--- config.mk ---
export PLATFORM = sky130hd
export DESIGN_NAME = alu_controller
export DESIGN_NICKNAME = d
export VERILOG_FILES = /design/src/rtl/alu_controller.sv
export SDC_FILE = /design/constraint.sdc
export NUM_CORES = 1
export LEC_CHECK = 0
export CORE_UTILIZATION = 44
export DETAILED_ROUTE_END_ITERATION = 12
export GPL_TIMING_DRIVEN = 0
export PLACE_DENSITY_LB_ADDON = 0.15
export SYNTH_ARGS = -nofsm -noshare
export SYNTH_HDL_FRONTEND = slang
export SYNTH_SLANG_ARGS = --single-unit
--- constraint.sdc ---
create_clock -name clk -period 1.9 [get_ports clk]
set_input_delay 0.475 -clock clk [delete_from_list [all_inputs] [get_ports clk]]
set_output_delay 0.475 -clock clk [all_outputs]
set_load 0.02 [all_outputs]
--- src/rtl/alu_controller.sv ---
// Multi-cycle control FSM for the ALU datapath: latches an instruction, decodes it and sequences
// read-A / read-B / compute / write-back. Optional macro ALU_CTRL_SHIFT_EN routes IR[4:3] to shift.
module alu_controller (
   input  logic        clk,
   input  logic        reset,
   input  logic [15:0] in,
   input  logic        load,
   input  logic        s,
   output logic        w,
   output logic        illegal,
   output logic [2:0]  readnum,
   output logic [2:0]  writenum,
   output logic        write,
   output logic        loada,
   output logic        loadb,
   output logic        loadc,
   output logic        loads,
   output logic        asel,
   output logic        bsel,
   output logic        vsel,
   output logic [1:0]  ALUop,
   output logic [1:0]  shift,
   output logic [15:0] sximm8
);

   typedef enum logic [2:0] {
      WAIT   = 3'd0,
      DECODE = 3'd1,
      GET_A  = 3'd2,
      GET_B  = 3'd3,
      CALC   = 3'd4,
      WR_REG = 3'd5,
      WR_IMM = 3'd6
   } state_t;

   state_t      state, state_nxt;
   logic [15:0] ir, ir_nxt;

   logic        w_d, illegal_d, write_d, vsel_d, asel_d;
   logic        loada_d, loadb_d, loadc_d, loads_d;
   logic [2:0]  readnum_d, writenum_d;
   logic [1:0]  aluop_d, shift_d, sh_n;

   function automatic logic is_mov_imm(input logic [15:0] i);
      return (i[15:13] == 3'b110) && (i[12:11] == 2'b10);
   endfunction

   function automatic logic is_mov_reg(input logic [15:0] i);
      return (i[15:13] == 3'b110) && (i[12:11] == 2'b00);
   endfunction

   function automatic logic is_alu(input logic [15:0] i);
      return i[15:13] == 3'b101;
   endfunction

   function automatic logic is_legal(input logic [15:0] i);
      return is_mov_imm(i) || is_mov_reg(i) || is_alu(i);
   endfunction

   assign sximm8 = {{8{ir[7]}}, ir[7:0]};
   assign bsel   = 1'b0;

`ifdef ALU_CTRL_SHIFT_EN
   assign sh_n = ir_nxt[4:3];
`else
   assign sh_n = 2'b00;
`endif

   // Next state and next IR; the IR only accepts new words while idle
   always_comb begin
      ir_nxt = ir;
      if (state == WAIT && load)
         ir_nxt = in;
      state_nxt = state;
      case (state)
         WAIT:    if (s) state_nxt = DECODE;
         DECODE: begin
            if (is_mov_imm(ir))
               state_nxt = WR_IMM;
            else if (is_mov_reg(ir) || (is_alu(ir) && ir[12:11] == 2'b11))
               state_nxt = GET_B;
            else if (is_alu(ir))
               state_nxt = GET_A;
            else
               state_nxt = WAIT;
         end
         GET_A:   state_nxt = GET_B;
         GET_B:   state_nxt = CALC;
         CALC:    state_nxt = (is_alu(ir) && ir[12:11] == 2'b01) ? WAIT : WR_REG;
         WR_REG:  state_nxt = WAIT;
         WR_IMM:  state_nxt = WAIT;
         default: state_nxt = WAIT;
      endcase
   end

   // Moore outputs of the state being entered, so the registered copies line up with it
   always_comb begin
      w_d        = (state_nxt == WAIT);
      illegal_d  = (state_nxt == DECODE) && !is_legal(ir_nxt);
      readnum_d  = '0;
      writenum_d = '0;
      write_d    = 1'b0;
      loada_d    = 1'b0;
      loadb_d    = 1'b0;
      loadc_d    = 1'b0;
      loads_d    = 1'b0;
      asel_d     = 1'b0;
      vsel_d     = 1'b0;
      aluop_d    = 2'b00;
      shift_d    = 2'b00;
      case (state_nxt)
         GET_A: begin
            readnum_d = ir_nxt[10:8];
            loada_d   = 1'b1;
         end
         GET_B: begin
            readnum_d = ir_nxt[2:0];
            loadb_d   = 1'b1;
            shift_d   = sh_n;
         end
         CALC: begin
            shift_d = sh_n;
            asel_d  = is_mov_reg(ir_nxt);
            aluop_d = is_alu(ir_nxt) ? ir_nxt[12:11] : 2'b00;
            if (is_alu(ir_nxt) && ir_nxt[12:11] == 2'b01)
               loads_d = 1'b1;
            else
               loadc_d = 1'b1;
         end
         WR_REG: begin
            writenum_d = ir_nxt[7:5];
            write_d    = 1'b1;
         end
         WR_IMM: begin
            writenum_d = ir_nxt[10:8];
            write_d    = 1'b1;
            vsel_d     = 1'b1;
         end
         default: ;
      endcase
   end

   always_ff @(posedge clk) begin
      if (!reset) begin
         state    <= WAIT;
         ir       <= '0;
         w        <= 1'b1;
         illegal  <= 1'b0;
         readnum  <= '0;
         writenum <= '0;
         write    <= 1'b0;
         loada    <= 1'b0;
         loadb    <= 1'b0;
         loadc    <= 1'b0;
         loads    <= 1'b0;
         asel     <= 1'b0;
         vsel     <= 1'b0;
         ALUop    <= 2'b00;
         shift    <= 2'b00;
      end else begin
         state    <= state_nxt;
         ir       <= ir_nxt;
         w        <= w_d;
         illegal  <= illegal_d;
         readnum  <= readnum_d;
         writenum <= writenum_d;
         write    <= write_d;
         loada    <= loada_d;
         loadb    <= loadb_d;
         loadc    <= loadc_d;
         loads    <= loads_d;
         asel     <= asel_d;
         vsel     <= vsel_d;
         ALUop    <= aluop_d;
         shift    <= shift_d;
      end
   end

endmodule

==> impl_results.md, run 1 <==
- Status: finished, final reports clean
- Worst Path Required: roughly 1400 ps
- Synth async-reset ratio: 0%
- GRT Util Overall: about a fifth
- DRT iter0 DRCs: 33
- Max-slew violation count: 0
- Worst hold slack: between 400 and 500 ps
- Final worst path period need: approximately 1800 ps
- First-pass GRT wire length: approximately 5.8 mm
- Adder-cell share of the synthesized area: 0%
- Pin count of the biggest net entering global routing: 12
- # setup viols final: 0
- Placed cell count: 282
- Synth Area per Inst: roughly 8.9 sq um
- Synth cell count leaders: 36 x dfxtp_1, 25 x nand2_1, 21 x nor2_1, 20 x buf_4, 18 x a21oi_1
- Buffers on Ports: 52
- Clk sinks: 36
- P per Cell Area: ~700 mW/mm^2
- GR Overflow Total: 0
- Via count: approximately 1,400
- Die H: roughly 63 um
- Clock-pin slew on the worst setup and hold paths: around 100 ps
- Area of the multi-input gates: 689 sq um
- Hold Buf Count CTS: 0
- Multiplexer share of the synthesized area: under 10%
- Routed WL: roughly 3.4 mm
- RePlAce Congestion: 0.799
- Number of flops mapped to enable cells by yosys: 0
- Top cell type's share of synthesized area: roughly 45%
- Synthesized area: approximately 0.0016 sq mm
- Post-route DRC: 0
- Layout fillers: about 320
- Resized Gates After CTS: 13
- CTS Root Cell: clkbuf_4
- Post-Synth XOR/XNOR Area: 0%
- Post-DP HPWL: ~2.6 mm
- Die area: a little under 0.004 sq mm
- Layout area overhead: 41.8%
- Htree depth: 2
- Initial antenna violation count: 0
- WP buf/inv: 1
- CP Cell Sequence: clkdlybuf4s50_1
- Gate Count Post-Synth: roughly 180
- CTS max path bufs: 2
- Slowest cell on the critical path: clkdlybuf4s50_1
- WS Path Type: flop to primary output
- Worst VDD drop: ~630 uV
- Most common cell in the synthesized netlist: dfxtp_1
- CTS tree: done
- Final-stage net count: about 260
- I/O pins: 56
- Starting Density: around 47%
- Final ANT Viol Nets: 0
- CTS buffer count: 5
- Row Count: 21
- Pre-Repair DR Iteration Count: 4
- Compound-gate portion of the synthesized area: 15.0%
- Top cells by area, synth: dfxtp_1 45%, buf_4 9.3%, nand2_1 5.8%, a21oi_1 5.6%, mux2i_1 5.0%
- Fmax: 0.567 GHz
- Die X: between 60 and 70 um
- Vias in the first global route: roughly 1,300
- Synth unique cells: 37
- Synth Area in Simple Gates: a little over a fifth
- Final hold vios: 0
- Synth Warn #: 0
- Final Skew: 4.94 ps
- Clock insertion delay at the later pin of the skew report: between 300 and 400 ps
- WP data arrival: between 1000 and 1500 ps
- Worst hold path class: flop to flop
- Area leader, netlist: dfxtp_1
- Delay-heaviest family, CP: buffers and inverters
- Post CTS Setup Buffer Count: 0
- Share of cells above drive strength 1: ~18%
- RSZ-0062 raised after global routing: no
- FF+latch area: roughly 720 sq um
- Static Leak: about 1.1 nW
- Post-DR wirelength/cell: roughly 12 um
- Maxcap violations: 0
- Mean number of vias per cell: slightly below 5
- Worst setup SP type: flop
- Post-Layout Cell Count: 290
- Crit path capture type: primary output
- # diodes: 0
- Seq/Total Area, Yosys: about 45%
- Final Cycle Share: between 90 and 100%
- Peak fanout along the critical path: 1
- Peak per-stage delay on the critical path: approximately 600 ps
- Core area: 0.00342 sq mm
- Synthesized flop and latch total: 36
- Setup slack, reg-to-reg: around 130 ps
- Largest family of logic cells by synthesized area: simple AND/OR/NAND/NOR gates
- Post-synth top flop: dfxtp_1
[sequential cells by signal (all words and copies together), names as in the netlist, 2 cells and up]
signal,flops
writenum,3
ir,16
ALUop,2
state,3
readnum,3
[where the power goes]
part           internal (mW)  leakage [nW]  switching (mW)  total, mW
clock                  0.276        0.0422           0.244      0.520
sequential             0.780         0.294          0.0190      0.799
combinational          0.140         0.738           0.138      0.278
[cell families (layout without fill, tap and decap cells)]
family / Yosys count / count (layout)
other cells: 1 / 3
simple gates: 67 / 67
compound gates: 34 / 34
buf+inv: 36 / 96
flops: 36 / 36
mux: 8 / 8
[stage by stage]
| stage | util, % | TNS (ps) | cell area (sq um) | worst slack, ps | power (mW) |
|---|---|---|---|---|---|
| detailed placement | 64.3 | -5450 | 2200 | -307 | 1.11 |
| finish | 66.9 | 0 | 2290 | 135 | 1.60 |
| floorplan | - | 0 | 1620 | 322 | 0.986 |
| global route | 66.9 | 0 | 2290 | 30.7 | 1.69 |
| global placement | 64.3 | -5210 | 2200 | -294 | 1.10 |
| CTS | 66.3 | 0 | 2260 | 8.51 | 1.62 |
[per-layer routing]
layer / track usage (%) / vias up / share of wire, %
met1: 23.8 / 648 / 46
met3: 6.20 / 5 / 6.6
li1: - / 716 / -
met4: 6.10 / 0 / 1.7
met5: 0 / - / 0
met2: 29.5 / 44 / 46
[cells in the final DEF, fill, tap and decap left out, drive strengths merged, types with 3 or more instances in the layout]
cell type | Yosys | routed
inv | 7 | 7
a21oi | 18 | 18
nor2 | 21 | 21
buf | 27 | 26
o32ai | 3 | 3
dfxtp | 36 | 36
clkdlybuf4s50 | 0 | 36
conb | 1 | 3
o211ai | 3 | 3
dlygate4sd2 | 0 | 11
dlymetal6s2s | 0 | 5
clkbuf | 2 | 9
mux2i | 8 | 8
nor3 | 4 | 4
nand2 | 25 | 25
[final timing paths]
check / depth (start not counted) / start / endpoint
max: 1 / writenum[1] / writenum[1]
min: 2 / ir[3] / ir[3]
max reg2reg: 6 / ir[15] / readnum[0]
min reg2reg: 2 / ir[3] / ir[3]
[area by class of cell]
| cell class | count | area share [%] |
|---|---|---|
| clock inverters | 2 | 1.53 |
| inverters | 7 | 1.15 |
| multi-input cells | 112 | 30.2 |
| well taps | 46 | 2.52 |
| repair buffers | 52 | 22.7 |
| flip-flops and latches | 36 | 31.7 |
| plain buffers | 29 | 8.43 |
| clock buffers | 6 | 1.81 |
Power figures use the tool's default switching activity.
==> run 2: changes to the inputs <==
MAX_ROUTING_LAYER = met4   (was not set)
==> run 2 against run 1 <==
Effect of this change:
- routed wire length up 0.61%
- highest routed layer unchanged
- register-to-register slack better by 20 ps
- total power up 0.13%
- critical endpoint unchanged
- first-iteration DRC count up 3.0%
- die area unchanged
- largest cell class unchanged
==> impl_results.md, run 2 (synthesis gave the netlist of run 1 again) <==
- Int Pwr: 1.20 mW (about the same)
- Worst hold slack: 468 ps (+0.0430 ps)
- Final Cell Area: 0.00229 sq mm (unchanged)
- Layout area overhead: 41.8% (unchanged)
- Buffers on Ports: 52 (unchanged)
- RR Startpoint: ir[15]
- WS Path Type: flop to primary output
- FF+latch area: 724 sq um (unchanged)
- Core area: 0.00342 sq mm (unchanged)
- Post-DP HPWL: 2.56 mm (unchanged)
- Crit path capture type: primary output
- Clock insertion delay at the later pin of the skew report: 340 ps (about the same)
- CP Cell Sequence: clkdlybuf4s50_1
- Initial antenna violation count: 0 (unchanged)
- Post-Layout Cell Count: 290 (unchanged)
- WP buf/inv: 1 (unchanged)
- WP data arrival: 1290 ps (about the same)
- Placed cell count: 282 (unchanged)
- Maxcap violations: 0 (unchanged)
- Switching Share: 25.2% (+0.095 points)
- GR Overflow Total: 0 (unchanged)
- Worst Path Required: 1420 ps (about the same)
- Final Cycle Share: 93.0% (about the same)
- Post-DR wirelength/cell: 11.9 um (+0.61%)
- Reg with most FFs: ir
- Dpl cell area: 0.00220 sq mm (unchanged)
- Htree depth: 2 (unchanged)
- Final hold vios: 0 (unchanged)
- Final-stage net count: 263 (unchanged)
- Clk sinks: 36 (unchanged)
- Post CTS Setup Buffer Count: 0 (unchanged)
- Final Skew: 6.47 ps (+1.53 ps)
- Die X: 62.5 um (unchanged)
- Die area: 0.00391 sq mm (unchanged)
- Die H: 62.5 um (unchanged)
- Switch Pwr: 403 uW (+0.51%)
- CTS Root Cell: clkbuf_4
- DRT iter0 DRCs: 34 (+3.0%)
- Starting Density: 47.2% (unchanged)
- Vias in the first global route: 1,311 (+0.46%)
- Via count: 1,422 (+0.64%)
- Setup ws final: 134 ps (-1.16 ps)
- Worst VDD drop: 638 uV (+0.78%)
- P per Cell Area: 699 mW/mm^2 (+0.13%)
- Layout fillers: 319 (unchanged)
- Routed WL: 3.46 mm (+0.61%)
- Slowest cell on the critical path: clkdlybuf4s50_1
- Combinational share of power: 17.4% (about the same)
- Worst hold path class: flop to flop
- Max-slew violation count: 0 (unchanged)
- Max FFs per register: 16 (unchanged)
- Static Leak: 1.07 nW (unchanged)
- Status: finished, final reports clean
- Clock-pin slew on the worst setup and hold paths: 100 ps (about the same)
- CTS max path bufs: 2 (unchanged)
- Post-route DRC: 0 (unchanged)
- # setup viols final: 0 (unchanged)
- Worst setup SP type: flop
- Dpl ws: -307 ps (unchanged)
- Fmax: 0.566 GHz (about the same)
- # diodes: 0 (unchanged)
- Share of cells above drive strength 1: 18.4% (unchanged)
- Critical path startpoint: writenum[1]
- Seq pwr share: 50.0% (about the same)
- Row Count: 21 (unchanged)
- GRT Util Overall: 19.2% (+0.50 points)
- First-pass GRT wire length: 5.78 mm (-0.34%)
- I/O pins: 56 (unchanged)
- Delay-heaviest family, CP: buffers and inverters
- Mean number of vias per cell: 4.90 (+0.64%)
- RSZ-0062 raised after global routing: no
- Clock Power Share: 32.6% (about the same)
- Pre-Repair DR Iteration Count: 4 (unchanged)
- CTS buffer count: 5 (unchanged)
- Most frequent cells in the layout: 36 x clkdlybuf4s50_1, 35 x dfxtp_1, 25 x nand2_1
- CTS tree: done
- Pin count of the biggest net entering global routing: 12 (unchanged)
- Worst Hold Launch: ir[3]
- Commonest non-fill, non-tap cell in the layout: clkdlybuf4s50_1
- Final ANT Viol Nets: 0 (unchanged)
- RePlAce Congestion: 0.811 (+1.4%)
- Area of the multi-input gates: 689 sq um (unchanged)
- Peak per-stage delay on the critical path: 600 ps (about the same)
- Peak fanout along the critical path: 1 (unchanged)
- Final worst path period need: 1770 ps (+1.16 ps)
- Final core occ: 66.9% (unchanged)
[run 2: cell counts in the layout (fill, tap and decap cells not counted)]
No cell type changed its count.
[run 2: final timing paths]
kind / endpoint / slack (ps) / cells past startpoint
setup / recovery: writenum[1] / 130 / 1
hold / removal: ir[3] / 470 / 2
setup reg to reg: readnum[0] / 150 / 6
hold reg to reg: ir[3] / 470 / 2
[run 2: timing repair]
action,4_1_cts,5_1_grt
hold endpoints to repair,0,0
cloned,0,0
resized for setup,13,7
endpoints found under the setup margin,11,15
hold buffers,0,0
pin swaps,0,0
[run 2: cell type report]
type,count,area share [%]
plain buffers,29,8.43
clock buffers,6,1.81
clock inverters,2,1.53
inverters,7,1.15
multi-input cells,112,30.2
flip-flops and latches,36,31.7
well taps,46,2.52
repair buffers,52,22.7
[run 2: power by group through the flow]
stage          Combinational, mW  Clock, mW  Sequential, mW
6_report                   0.279      0.521           0.799
5_1_grt                    0.301      0.581           0.803
4_1_cts                    0.279      0.539           0.799
3_5_place_dp               0.289          0           0.816
3_3_place_gp               0.286          0           0.815
2_1_floorplan              0.170          0           0.816
[run 2: per-layer routing]
layer | track usage [%] | up-vias | wire length (um)
li1 | - | 719 | -
met5 | - | - | 0
met2 | 29.6 | 39 | 1580
met4 | 6.10 | 0 | 57
met1 | 24.2 | 659 | 1660
met3 | 5.29 | 5 | 166
[run 2: metrics by stage]
step / TNS (ps) / total power, mW
3_5_place_dp: -5450 / 1.11
6_report: 0 / 1.60
4_1_cts: 0 / 1.62
3_3_place_gp: -5210 / 1.10
5_1_grt: 0 / 1.69
2_1_floorplan: 0 / 0.986
